--- config.mk ---
export PLATFORM = sky130hd
export DESIGN_NAME = fifo_pop_ctrl_flat
export DESIGN_NICKNAME = d
export VERILOG_FILES = /design/src/rtl/fifo_pop_ctrl_if.sv /design/src/rtl/fifo_pop_ctrl.sv /design/src/flat_wrapper.sv
export SDC_FILE = /design/constraint.sdc
export NUM_CORES = 1
export LEC_CHECK = 0
export BUFFER_PORTS_ARGS = -buffer_cell sky130_fd_sc_hd__buf_2
export CAP_MARGIN = 30
export CORE_ASPECT_RATIO = 2
export CORE_MARGIN = 4
export CORE_UTILIZATION = 40
export CTS_CLUSTER_DIAMETER = 50
export CTS_CLUSTER_SIZE = 28
export DETAILED_ROUTE_END_ITERATION = 16
export PLACE_DENSITY = 0.59
export SLEW_MARGIN = 30
export SYNTH_ARGS = -nofsm -noshare
export SYNTH_HDL_FRONTEND = slang
export SYNTH_SLANG_ARGS = --single-unit
--- constraint.sdc ---
create_clock -name clk -period 8.3 [get_ports clk]
set_clock_uncertainty 0.2 [all_clocks]
set_input_delay 0.83 -clock clk [delete_from_list [all_inputs] [get_ports clk]]
set_output_delay 0.83 -clock clk [all_outputs]
set_load 0.01 [all_outputs]
--- src/rtl/fifo_pop_ctrl_if.sv ---
// Pop-side bundle for fifo_pop_ctrl: FIFO read port plus downstream data/valid/pause.
// master = the controller; slave = the FIFO/consumer environment.
interface fifo_pop_ctrl_if #(
    parameter int unsigned DATA_SIZE = 8
);
    logic                 fifo_empty;
    logic                 almost_empty;
    logic [DATA_SIZE-1:0] data_out_pop;
    logic                 read;
    logic                 down_pause;
    logic [DATA_SIZE-1:0] data_out;
    logic                 valid_out;

    modport master (
        input  fifo_empty,
        input  almost_empty,
        input  data_out_pop,
        input  down_pause,
        output read,
        output data_out,
        output valid_out
    );

    modport slave (
        output fifo_empty,
        output almost_empty,
        output data_out_pop,
        output down_pause,
        input  read,
        input  data_out,
        input  valid_out
    );
endinterface

--- src/rtl/fifo_pop_ctrl.sv ---
// Read-side FIFO controller: registered pop strobe, 2-entry skid absorbing the 1-cycle read
// latency, bubble-free output. Optional pop counter enabled by defining POP_COUNT_EN.
module fifo_pop_ctrl #(
    parameter int unsigned DATA_SIZE  = 8,
    parameter int unsigned SKID_DEPTH = 2
) (
    input  logic            clk,
    input  logic            reset,
    fifo_pop_ctrl_if.master bus,
    output logic            underflow_err
`ifdef POP_COUNT_EN
    ,
    output logic [15:0]     pop_count
`endif
);
    localparam logic [1:0] IDLE   = 2'd0;
    localparam logic [1:0] STREAM = 2'd1;
    localparam logic [1:0] STALL  = 2'd2;

    localparam logic [2:0] DEPTH = 3'(SKID_DEPTH);

    logic [1:0]           state_q, state_d;
    logic                 read_q, read_d;
    logic                 inflight_q;
    logic [1:0]           cnt_q, cnt_d;
    logic [DATA_SIZE-1:0] skid0_q, skid0_d;
    logic [DATA_SIZE-1:0] skid1_q, skid1_d;
    logic [DATA_SIZE-1:0] last_q, last_d;
    logic                 underflow_q, underflow_d;

    logic [2:0]           avail;
    logic [2:0]           occ;
    logic                 transfer;
    logic [DATA_SIZE-1:0] eff0, eff1;

    // The word landing from the FIFO this cycle is visible immediately (bypass),
    // so avail counts stored entries plus the in-flight word.
    always_comb begin
        avail    = {1'b0, cnt_q} + {2'b0, inflight_q};
        transfer = (avail != 3'd0) && !bus.down_pause;
        occ      = avail - {2'b0, transfer};
        eff0     = (cnt_q != 2'd0) ? skid0_q : bus.data_out_pop;
        eff1     = (cnt_q == 2'd2) ? skid1_q : bus.data_out_pop;

        skid0_d  = transfer ? eff1 : eff0;
        skid1_d  = transfer ? bus.data_out_pop : eff1;
        cnt_d    = occ[1:0];
        last_d   = (avail != 3'd0) ? eff0 : last_q;

        // Reserve room for the word already requested plus the one about to be requested.
        read_d   = !bus.fifo_empty
                && !(bus.almost_empty && read_q)
                && ((occ + {2'b0, read_q}) < DEPTH)
                && (state_q != STALL);

        underflow_d = underflow_q | (read_q & bus.fifo_empty);

        state_d = state_q;
        case (state_q)
            IDLE: begin
                if (read_d) state_d = STREAM;
            end
            STREAM: begin
                if (occ == DEPTH && bus.down_pause) begin
                    state_d = STALL;
                end else if (occ == 3'd0 && !read_q && bus.fifo_empty) begin
                    state_d = IDLE;
                end
            end
            STALL: begin
                if (!bus.down_pause) state_d = STREAM;
            end
            default: state_d = IDLE;
        endcase
    end

    always_ff @(posedge clk) begin
        if (reset) begin
            state_q     <= IDLE;
            read_q      <= 1'b0;
            inflight_q  <= 1'b0;
            cnt_q       <= 2'd0;
            skid0_q     <= '0;
            skid1_q     <= '0;
            last_q      <= '0;
            underflow_q <= 1'b0;
        end else begin
            state_q     <= state_d;
            read_q      <= read_d;
            inflight_q  <= read_q;
            cnt_q       <= cnt_d;
            skid0_q     <= skid0_d;
            skid1_q     <= skid1_d;
            last_q      <= last_d;
            underflow_q <= underflow_d;
        end
    end

    assign bus.read      = read_q;
    assign bus.valid_out = transfer;
    assign bus.data_out  = (avail != 3'd0) ? eff0 : last_q;
    assign underflow_err = underflow_q;

`ifdef POP_COUNT_EN
    logic [15:0] pop_count_q, pop_count_d;

    always_comb begin
        pop_count_d = pop_count_q + {15'd0, transfer};
    end

    always_ff @(posedge clk) begin
        if (reset) begin
            pop_count_q <= 16'd0;
        end else begin
            pop_count_q <= pop_count_d;
        end
    end

    assign pop_count = pop_count_q;
`endif
endmodule
--- src/flat_wrapper.sv ---
// flat-port wrapper written by rule: the top's interface ports become plain ports
module fifo_pop_ctrl_flat 
#(
    parameter int unsigned DATA_SIZE  = 8,
    parameter int unsigned SKID_DEPTH = 2
)
  (clk, reset, underflow_err, bus_fifo_empty, bus_almost_empty, bus_data_out_pop, bus_down_pause, bus_read, bus_data_out, bus_valid_out);
  fifo_pop_ctrl_if #(.DATA_SIZE(DATA_SIZE)) bus_i ();
  input  logic clk;
  input  logic reset;
  output logic underflow_err;
  input wire logic [$bits(bus_i.fifo_empty)-1:0] bus_fifo_empty;
  input wire logic [$bits(bus_i.almost_empty)-1:0] bus_almost_empty;
  input wire logic [$bits(bus_i.data_out_pop)-1:0] bus_data_out_pop;
  input wire logic [$bits(bus_i.down_pause)-1:0] bus_down_pause;
  output wire logic [$bits(bus_i.read)-1:0] bus_read;
  output wire logic [$bits(bus_i.data_out)-1:0] bus_data_out;
  output wire logic [$bits(bus_i.valid_out)-1:0] bus_valid_out;
  assign bus_i.fifo_empty = bus_fifo_empty;
  assign bus_i.almost_empty = bus_almost_empty;
  assign bus_i.data_out_pop = bus_data_out_pop;
  assign bus_i.down_pause = bus_down_pause;
  assign bus_read = bus_i.read;
  assign bus_data_out = bus_i.data_out;
  assign bus_valid_out = bus_i.valid_out;
  fifo_pop_ctrl #(.DATA_SIZE(DATA_SIZE), .SKID_DEPTH(SKID_DEPTH)) u_core (.clk(clk), .reset(reset), .bus(bus_i), .underflow_err(underflow_err));
endmodule
## Word-level counts from Yosys, hierarchy flattened

Cells that the tools add are included.

- Bits in registers: 31
- Logic and storage cells: 49
- Bits in read-only memories: 0
- Bits in latches: 0
- Memory bits (writable): 0
- Output and inout bits: 11
- Memories kept: 0

- $add $sub $neg: 3
- Bitwise logic cells: 2
- Muxes and demuxes: 10
- Order comparisons: 1
- Equal/unequal tests: 8
- Div/mod/pow operators: 0
- $mul: 0
- Reductions and logical operators: 17
- Shifts and indexed selects: 0

Operators by type and width:

| operator | number |
|---|---|
| 8-bit two-way mux | 5 |
| 1-bit logical AND | 8 |
| 2-bit two-way mux | 4 |
| 2-bit one-hot mux with 3 select lines | 1 |
| 2-bit equality test (second input constant) | 2 |
| 1-bit logical NOT | 4 |
| 2-bit != test (second input constant) | 2 |
| 2-bit by 1-bit adder with 3-bit output | 1 |
| 3-bit by 1-bit adder with 3-bit output | 1 |
| 3-bit by 2-bit equality test with 1-bit output (second input constant) | 1 |
| 3-bit logical NOT | 1 |
| 3-bit by 2-bit < comparator with 1-bit output (second input constant) | 1 |
| 3-bit by 1-bit != test with 1-bit output (second input constant) | 1 |
| 3-bit AND reduction | 1 |
| 3-bit nonzero test | 1 |
| 3-bit by 1-bit subtractor with 3-bit output | 1 |
| 2-bit by 1-bit equality test with 1-bit output (second input constant) | 1 |
| 2-bit logical NOT | 1 |
| 2-bit by 1-bit != test with 1-bit output (second input constant) | 1 |
| 2-bit nonzero test | 1 |
| 1-bit AND | 1 |
| 1-bit OR | 1 |

## Longest topological paths before layout

Gate-level depths: netlist (run 1).

- Word-level depth: 10
- Mapped depth: 15
- Mapped depth without buffers: 12

## Worst setup path after synthesis (run 1)

OpenSTA, ideal clock, no wires.

- Path kind: register to register
- From: reg u_core.cnt_q[0]
- To: reg u_core.state_q[0]
- Arrival: 3.321 ns
- Setup time: 0.058 ns
- Path slack: 4.720 ns
- Required time: 8.042 ns
- Stages on the path, launching flop included: 16
- Clock period less this slack: 3.580 ns
- Cells stage by stage: dfxtp_1 -> ha_1 -> ha_1 -> or3_1 -> buf_6 -> nand2b_4 -> buf_12 -> buf_6 -> inv_2 -> ha_1 -> ha_1 -> inv_1 -> ha_1 -> or3_1 -> a2111oi_2 -> a211o_1

- Longest elaborated chain between the ends: 10
- Elaborated cells between the ends (all ways): 18
- Those cells by class: 3 x add/sub; 1 x order compare; 3 x eq/ne; 2 x mux; 9 x reduce/logical

RTL lines:

| item | line | source |
|---|---|---|
| start: declaration | fifo_pop_ctrl.sv:25 | `logic [1:0] cnt_q, cnt_d;` |
| start signal: assignment | fifo_pop_ctrl.sv:91 | `cnt_q <= cnt_d;` |
| 2-bit by 1-bit adder with 3-bit output (*) | fifo_pop_ctrl.sv:39 | `avail = {1'b0, cnt_q} + {2'b0, inflight_q};` |
| 3-bit nonzero test | fifo_pop_ctrl.sv:40 | `transfer = (avail != 3'd0) && !bus.down_pause;` |
| 1-bit logical AND | fifo_pop_ctrl.sv:40 |  |
| 3-bit by 1-bit subtractor with 3-bit output (*) | fifo_pop_ctrl.sv:41 | `occ = avail - {2'b0, transfer};` |
| net u_core.occ[1] | fifo_pop_ctrl.sv:32 | `logic [2:0] occ;` |
| 3-bit by 1-bit adder with 3-bit output | fifo_pop_ctrl.sv:53 | `&& ((occ + {2'b0, read_q}) < DEPTH)` |
| 3-bit by 2-bit < comparator with 1-bit output | fifo_pop_ctrl.sv:53 |  |
| 1-bit logical AND | fifo_pop_ctrl.sv:53 |  |
| 1-bit logical AND | fifo_pop_ctrl.sv:54 | `&& (state_q != STALL);` |
| 2-bit by 1-bit != test with 1-bit output (no line) | -- |  |
| 3-bit AND reduction (no line) | -- |  |
| end signal: assignment | fifo_pop_ctrl.sv:88 | `state_q <= state_d;` |
| end: declaration | fifo_pop_ctrl.sv:22 | `logic [1:0] state_q, state_d;` |

The timed path passes the listed nets; every way through them passes the cells marked *.
A chain may end at the register's enable or synchronous reset.

## Final worst setup path (run 1)

Same ends and word-level chain as after synthesis.

==> flow_metrics.py, run 1 <==
metrics = {
    "synth": {
        "ys.flop_type": "dfxtp_1",
        "async_flop_share_pct": 0,
        "yosys_register_bits": 31,
        "synth.area.top_cells": "dfxtp_1 39%, mux2i_1 10%, a211oi_2 8.7%, nor2_1 4.5%, a21oi_2 4.4%",
        "synth_top_area_share_pct": 39.3,
        "syn_area_per_cell_sq_um": 10.4,
        "synth_edf_count": 0,
        "yosysWarnings": 0,
        "synthesis.area_sq_um": 1580,
        "synth_top_cell_by_area": "dfxtp_1",
        "synth_nets": 170,
        "synth-seq-area-share_pct": 39.3,
        "synth_cell_types": 35,
        "syn_inst": 152,
    },
    "setup_path": {
        "cp_num_buf_inv": 2,
        "reg2reg_from": "u_core.cnt_q[0]$_SDFF_PP0_",
        "crit_fanout": 19,
        "path_cells": "ha_1 -> ha_1 -> or3_1 -> nand2b_4 -> inv_2 -> ha_1 -> ha_1 -> inv_1 -> ha_1 -> or3_1 -> a2111oi_2 -> a211o_1",
        "critPathKind": "register to register",
        "r2r_slack_ps": 4310,
        "crit_slowest_cell": "or3_1",
        "endpoint": "u_core.state_q[0]$_SDFFE_PP0P_",
        "r2r_cells": 12,
        "start_kind": "register",
        "worstSetupEndpointType": "register",
        "worst_path_most_repeated_cell": "ha_1",
        "critPathTopFamily": "simple AND/OR/NAND/NOR gates",
        "cp.required_ps": 8320,
        "cp.depth": 12,
        "slowest_delay_ps": 710,
        "cp.arrival_ps": 4010,
        "startpoint": "u_core.cnt_q[0]$_SDFF_PP0_",
        "reg2reg_to": "u_core.state_q[0]$_SDFFE_PP0P_",
    },
    "pwr": {
        "p_leak_nw": 0.840,
        "clkPwrFrac_pct": 18.6,
        "sw_frac_of_total_pct": 38.5,
        "intPower_mw": 0.365,
        "p_per_area_nw_per_um2": 337,
        "seqPwrFrac_pct": 36.1,
        "combPwrFrac_pct": 45.2,
        "p_switching_mw": 0.228,
        "max-vdd-ir-drop_mv": 0.146,
    },
    "clock_network": {
        "cts-hold-fix-buffers": 0,
        "cts_buffers": 5,
        "clk_latency_ps": 270,
        "clock-sinks": 31,
        "htree_levels": 2,
        "cts_tree": "yes",
        "clock_tree.root_cell": "clkbuf_8",
        "cts_setup_buffers": 0,
        "clkTransAtPathRegs_ps": 60,
        "cts_buffer_depth": 2,
        "cts_resized": 0,
    },
    "place": {
        "io_buffers": 23,
        "place_inst": 218,
        "place_congestion": 0.749,
        "hpwlAfterDp_mm": 2.20,
        "pre_cts_ws_ps": 4290,
    },
    "min_path": {
        "hp-class": "register to register",
        "hold_depth": 2,
    },
    "sta": {
        "finalHoldViolCount": 0,
        "slew_headroom_pct": 39.1,
        "rsz0062_at_grt": "no",
        "fmax_ghz": 0.251,
        "fin_ws_ps": 4310,
        "period_needed_ps": 3990,
        "min_period_over_period_pct": 48.1,
        "slew_viol_final": 0,
        "tns_ps": 0,
        "worstMarginPinSlew_ps": 912,
        "setup_viol": 0,
    },
    "route": {
        "ant_nets": 0,
        "drt-total-wl_mm": 2.92,
        "viasPerCell": 4.99,
        "post_drt_wl_per_cell_microns": 12.9,
        "firstDrtPassIters": 4,
        "remaining_drc_errors": 0,
        "drt_first_iter_violations": 14,
        "dr_total_vias": 1128,
    },
    "global_routing": {
        "use_met2_pct": 22.7,
        "met1_usage_pct": 15.0,
        "grt_pass1_wl_mm": 5.20,
        "antenna_found_initial": 0,
        "grt_max_degree": 33,
        "grt-ovfl-total": 0,
        "grt_pass1_vias": 1162,
        "top_usage_layer": "met2",
        "track_usage_pct": 13.5,
        "use_met3_pct": 3.70,
    },
    "final_layout": {
        "nets": 192,
        "drive_above_1_share_pct": 32.0,
        "layoutNonFillerInstCount": 226,
        "insertedDiodeCount": 0,
        "fin_util_pct": 45.8,
        "area_growth_pct": 11.4,
    },
    "job": {
        "cap_violations": 0,
    },
    "die": {
        "die-area_sq_um": 5080,
        "core_sq_um": 3840,
        "num_io_pins": 24,
        "die_x_microns": 52.4,
        "fp.dieH_microns": 96.9,
        "initial_utilization_pct": 41.1,
        "rows": 32,
    },
    "run_status": {
        "status": "finished, final reports clean",
    },
}
## state kept, by name, summed over array words and instances, names as in the netlist
register / flops
u_core.last_q: 8
u_core.skid0_q: 8
u_core.skid1_q: 8
u_core.cnt_q: 2
u_core.state_q: 2
u_core.bus.read: 1
u_core.inflight_q: 1
u_core.underflow_err: 1
## cells in the mapped netlist, types with 3 or more instances
master	instances
nor2b_1	3
and2_1	9
inv_1	3
dfxtp_1	31
a211oi_2	11
and2b_1	8
mux2i_1	16
buf_6	3
a21oi_2	8
ha_1	5
a211oi_1	5
nor2_1	19
## cells by family (layout without fill, tap and decap cells)
family	after synthesis	in the layout	synth area share, %
buffers and inverters	13	36	6.25
adder cells (fa/ha/maj)	5	5	3.96
AND/OR/NAND/NOR	55	55	20.3
AO/OA/AOI/OAI	30	30	19.0
flip-flops	31	31	39.3
XOR/XNOR	2	2	1.11
multiplexers	16	16	10.1
## stage by stage
stage	power (mW)	instance area, sq um	hold WS [ps]
finish	0.593	1760	271
global route	0.645	1760	329
CTS	0.605	1760	274
detailed placement	0.492	1680	258
global placement	0.482	1680	251
floorplan	0.445	1580	261
## metal layers
| layer | share of wire (%) | wire length (microns) | up-vias |
|---|---|---|---|
| li1 | - | - | 576 |
| met1 | 40 | 1160 | 526 |
| met2 | 54 | 1570 | 21 |
| met3 | 3.8 | 110 | 5 |
| met4 | 2.5 | 73 | 0 |
| met5 | 0 | 0 | - |
## final cells by class
class                      instances  area (sq um)
fill                             398          2080
multi-input combinational        108           861
clock inverter                     1          5.00
tap                               51          63.8
inverter                           5          18.8
sequential                        31           621
clock buffer                       7          76.3
timing repair buffer              23           115
## how the worst min path moves through the flow
stage,startpoint,to,slack [ps]
floorplan,u_core.skid1_q[0]$_SDFF_PP0_,u_core.skid1_q[0]$_SDFF_PP0_,260
global placement,u_core.underflow_err$_SDFF_PP0_,u_core.underflow_err$_SDFF_PP0_,250
detailed placement,u_core.underflow_err$_SDFF_PP0_,u_core.underflow_err$_SDFF_PP0_,260
CTS,u_core.underflow_err$_SDFF_PP0_,u_core.underflow_err$_SDFF_PP0_,270
global route,u_core.underflow_err$_SDFF_PP0_,u_core.underflow_err$_SDFF_PP0_,330
finish,u_core.underflow_err$_SDFF_PP0_,u_core.underflow_err$_SDFF_PP0_,270
## layout by cell type (no fill, tap or decap), drive strengths merged
master / instances
a211oi: 16
inv: 5
xor2: 2
nor2: 22
nor4b: 1
or3: 2
nand2: 2
nor3b: 1
nor3: 1
and2: 9
buf: 23
nand4b: 1
dfxtp: 31
nand3b: 1
and2b: 8
o21ai: 2
nor2b: 3
a21oi: 10
a211o: 1
nor4: 1
ha: 5
a2111oi: 1
nand2b: 3
mux2i: 16
clkbuf: 7
clkinv: 1
## power by group through the flow
stage          combinational [mW]  sequential [mW]  clock (mW)
6_report                    0.268            0.214       0.110
4_1_cts                     0.275            0.215       0.115
3_5_place_dp                0.274            0.218           0
2_1_floorplan               0.230            0.214           0
3_3_place_gp                0.267            0.215           0
5_1_grt                     0.304            0.219       0.122
## worst reg2reg max path, delay by kind of cell (launching register included)
family	cells	cell delay [ps]
AO/OA/AOI/OAI	2	500
adder cells (fa/ha/maj)	5	1300
AND/OR/NAND/NOR	3	1480
flip-flops	1	350
buffers and inverters	2	110
(Power assumes the default switching activity.)
==> run 2, diff against run 1 <==
--- a/config.mk
+++ b/config.mk
@@ -13,7 +13,7 @@
 export CTS_CLUSTER_DIAMETER = 50
 export CTS_CLUSTER_SIZE = 28
 export DETAILED_ROUTE_END_ITERATION = 16
-export PLACE_DENSITY = 0.59
+export PLACE_DENSITY = 0.61
 export SLEW_MARGIN = 30
 export SYNTH_ARGS = -nofsm -noshare
 export SYNTH_HDL_FRONTEND = slang
==> constraint.sdc (replaced) <==
create_clock -name clk -period 3.4 [get_ports clk]
set_clock_uncertainty 0.2 [all_clocks]
set_input_delay 0.34 -clock clk [delete_from_list [all_inputs] [get_ports clk]]
set_output_delay 0.34 -clock clk [all_outputs]
set_load 0.01 [all_outputs]
==> flow_metrics.py, run 2 (synthesis gave the netlist of run 1 again) <==
metrics = {
    "run_status": {
        "status": "finished, final reports clean",
    },
    "final_layout": {
        "biggestRegsByFlops": "u_core.last_q: 8 flops, u_core.skid0_q: 8 flops, u_core.skid1_q: 8 flops",
        "layout_commonest_cell": "dfxtp_1",
        "drive_above_1_share_pct": 34.5,
        "nets": 194,
        "insertedDiodeCount": 0,
        "fin_util_pct": 46.9,
        "area_growth_pct": 14.2,
        "final_cell_mix": "30 x dfxtp_1, 23 x buf_2, 19 x nor2_1, 16 x mux2i_1, 11 x a211oi_2",
    },
    "route": {
        "viasPerCell": 4.98,
        "drt_first_iter_violations": 27,
        "remaining_drc_errors": 0,
        "firstDrtPassIters": 3,
        "post_drt_wl_per_cell_microns": 12.5,
        "dr_total_vias": 1136,
        "drt-total-wl_mm": 2.86,
        "ant_nets": 0,
    },
    "global_routing": {
        "grt-ovfl-total": 0,
        "antenna_found_initial": 0,
        "grt_pass1_wl_mm": 4.98,
        "track_usage_pct": 13.0,
        "grt_pass1_vias": 1158,
        "grt_max_degree": 33,
    },
    "clock_network": {
        "clkTransAtPathRegs_ps": 60,
        "cts_setup_buffers": 0,
        "cts_buffers": 5,
        "clock-sinks": 31,
        "htree_levels": 2,
        "cts_resized": 0,
        "cts_tree": "yes",
        "clk_latency_ps": 270,
        "cts-hold-fix-buffers": 0,
        "clock_tree.root_cell": "clkbuf_8",
        "cts_buffer_depth": 2,
    },
    "setup_path": {
        "r2r_cells": 12,
        "start_kind": "register",
        "critPathKind": "register to register",
        "crit_slowest_cell": "or3_1",
        "cp.required_ps": 3420,
        "crit_fanout": 4,
        "worstSetupEndpointType": "register",
        "cp.arrival_ps": 3200,
        "worst_path_most_repeated_cell": "ha_1",
        "path_cells": "ha_1 -> ha_1 -> or3_1 -> nand2b_4 -> inv_2 -> ha_2 -> ha_4 -> inv_1 -> ha_1 -> or3_1 -> a2111oi_4 -> a211o_1",
        "slowest_delay_ps": 420,
    },
    "place": {
        "place_congestion": 0.712,
        "hpwlAfterDp_mm": 2.20,
        "io_buffers": 23,
        "pre_cts_ws_ps": 181,
    },
    "pwr": {
        "p_leak_nw": 0.851,
        "intPower_mw": 0.916,
        "p_switching_mw": 0.560,
        "combPwrFrac_pct": 46.2,
        "p_total_mw": 1.48,
        "clkPwrFrac_pct": 18.1,
        "seqPwrFrac_pct": 35.7,
        "max-vdd-ir-drop_mv": 0.461,
        "p_per_area_nw_per_um2": 818,
        "sw_frac_of_total_pct": 37.9,
    },
    "die": {
        "num_io_pins": 24,
        "initial_utilization_pct": 41.1,
        "die-area_sq_um": 5080,
        "die_x_microns": 52.4,
        "rows": 32,
        "core_sq_um": 3840,
        "fp.dieH_microns": 96.9,
    },
    "sta": {
        "tns_ps": 0,
        "slew_headroom_pct": 41.6,
        "fmax_ghz": 0.314,
        "period_needed_ps": 3180,
        "min_period_over_period_pct": 93.6,
        "slew_viol_final": 0,
        "finalHoldViolCount": 0,
        "worstMarginPinSlew_ps": 874,
        "fin_ws_ps": 219,
        "rsz0062_at_grt": "no",
        "setup_viol": 0,
    },
    "job": {
        "cap_violations": 0,
    },
    "min_path": {
        "hp-class": "input port to register",
        "hold_depth": 2,
    },
}
-- run 2: cell types whose count changed in the layout (fill, tap and decap cells not counted), sizes merged --
cell	before	now
buf	23	25
-- run 2: cell type report --
class / count / area [sq um]
inverter: 5 / 18.8
timing repair buffer: 25 / 130
clock buffer: 7 / 76.3
multi-input combinational: 108 / 888
clock inverter: 1 / 5.00
sequential: 31 / 622
fill: 377 / 2040
tap: 51 / 63.8
-- run 2: worst paths after layout --
path,startpoint,endpoint,slack [ps]
max,u_core.cnt_q[0]$_SDFF_PP0_,u_core.state_q[0]$_SDFFE_PP0P_,220
min,bus_almost_empty,u_core.bus.read$_SDFF_PP0_,80
max reg2reg,u_core.cnt_q[0]$_SDFF_PP0_,u_core.state_q[0]$_SDFFE_PP0P_,220
min reg2reg,u_core.underflow_err$_SDFF_PP0_,u_core.underflow_err$_SDFF_PP0_,280
-- run 2: power groups by stage --
stage	combinational (mW)	sequential [mW]	clock, mW
2_1_floorplan	0.577	0.524	0
3_3_place_gp	0.676	0.527	0
3_5_place_dp	0.692	0.533	0
4_1_cts	0.694	0.526	0.281
5_1_grt	0.770	0.536	0.295
6_report	0.683	0.527	0.267
-- run 2: metrics by stage --
stage | area (sq um) | hold WS, ps | cells
2_1_floorplan | 1600 | 238 | 152
3_3_place_gp | 1710 | 251 | 220
3_5_place_dp | 1710 | 264 | 220
4_1_cts | 1790 | 48.2 | 228
5_1_grt | 1800 | 65.9 | 228
6_report | 1800 | 78.1 | 228
-- run 2: critical path, delay by kind of cell (launching register included) --
family	cells	cell delay [ps]
buf+inv	2	70
flops	1	340
fa+ha+maj	5	1240
simple gates	3	910
compound gates	2	370
-- run 2: layer usage --
metal  part of all wire, %  up-vias  track usage, %  wire, microns
met4                   2.7        0            7.09             76
met2                    55       23            22.7           1570
met3                   4.7        7            3.70            133
met1                    38      530            13.0           1080
met5                     0        -               0              0
li1                      -      576               -              -
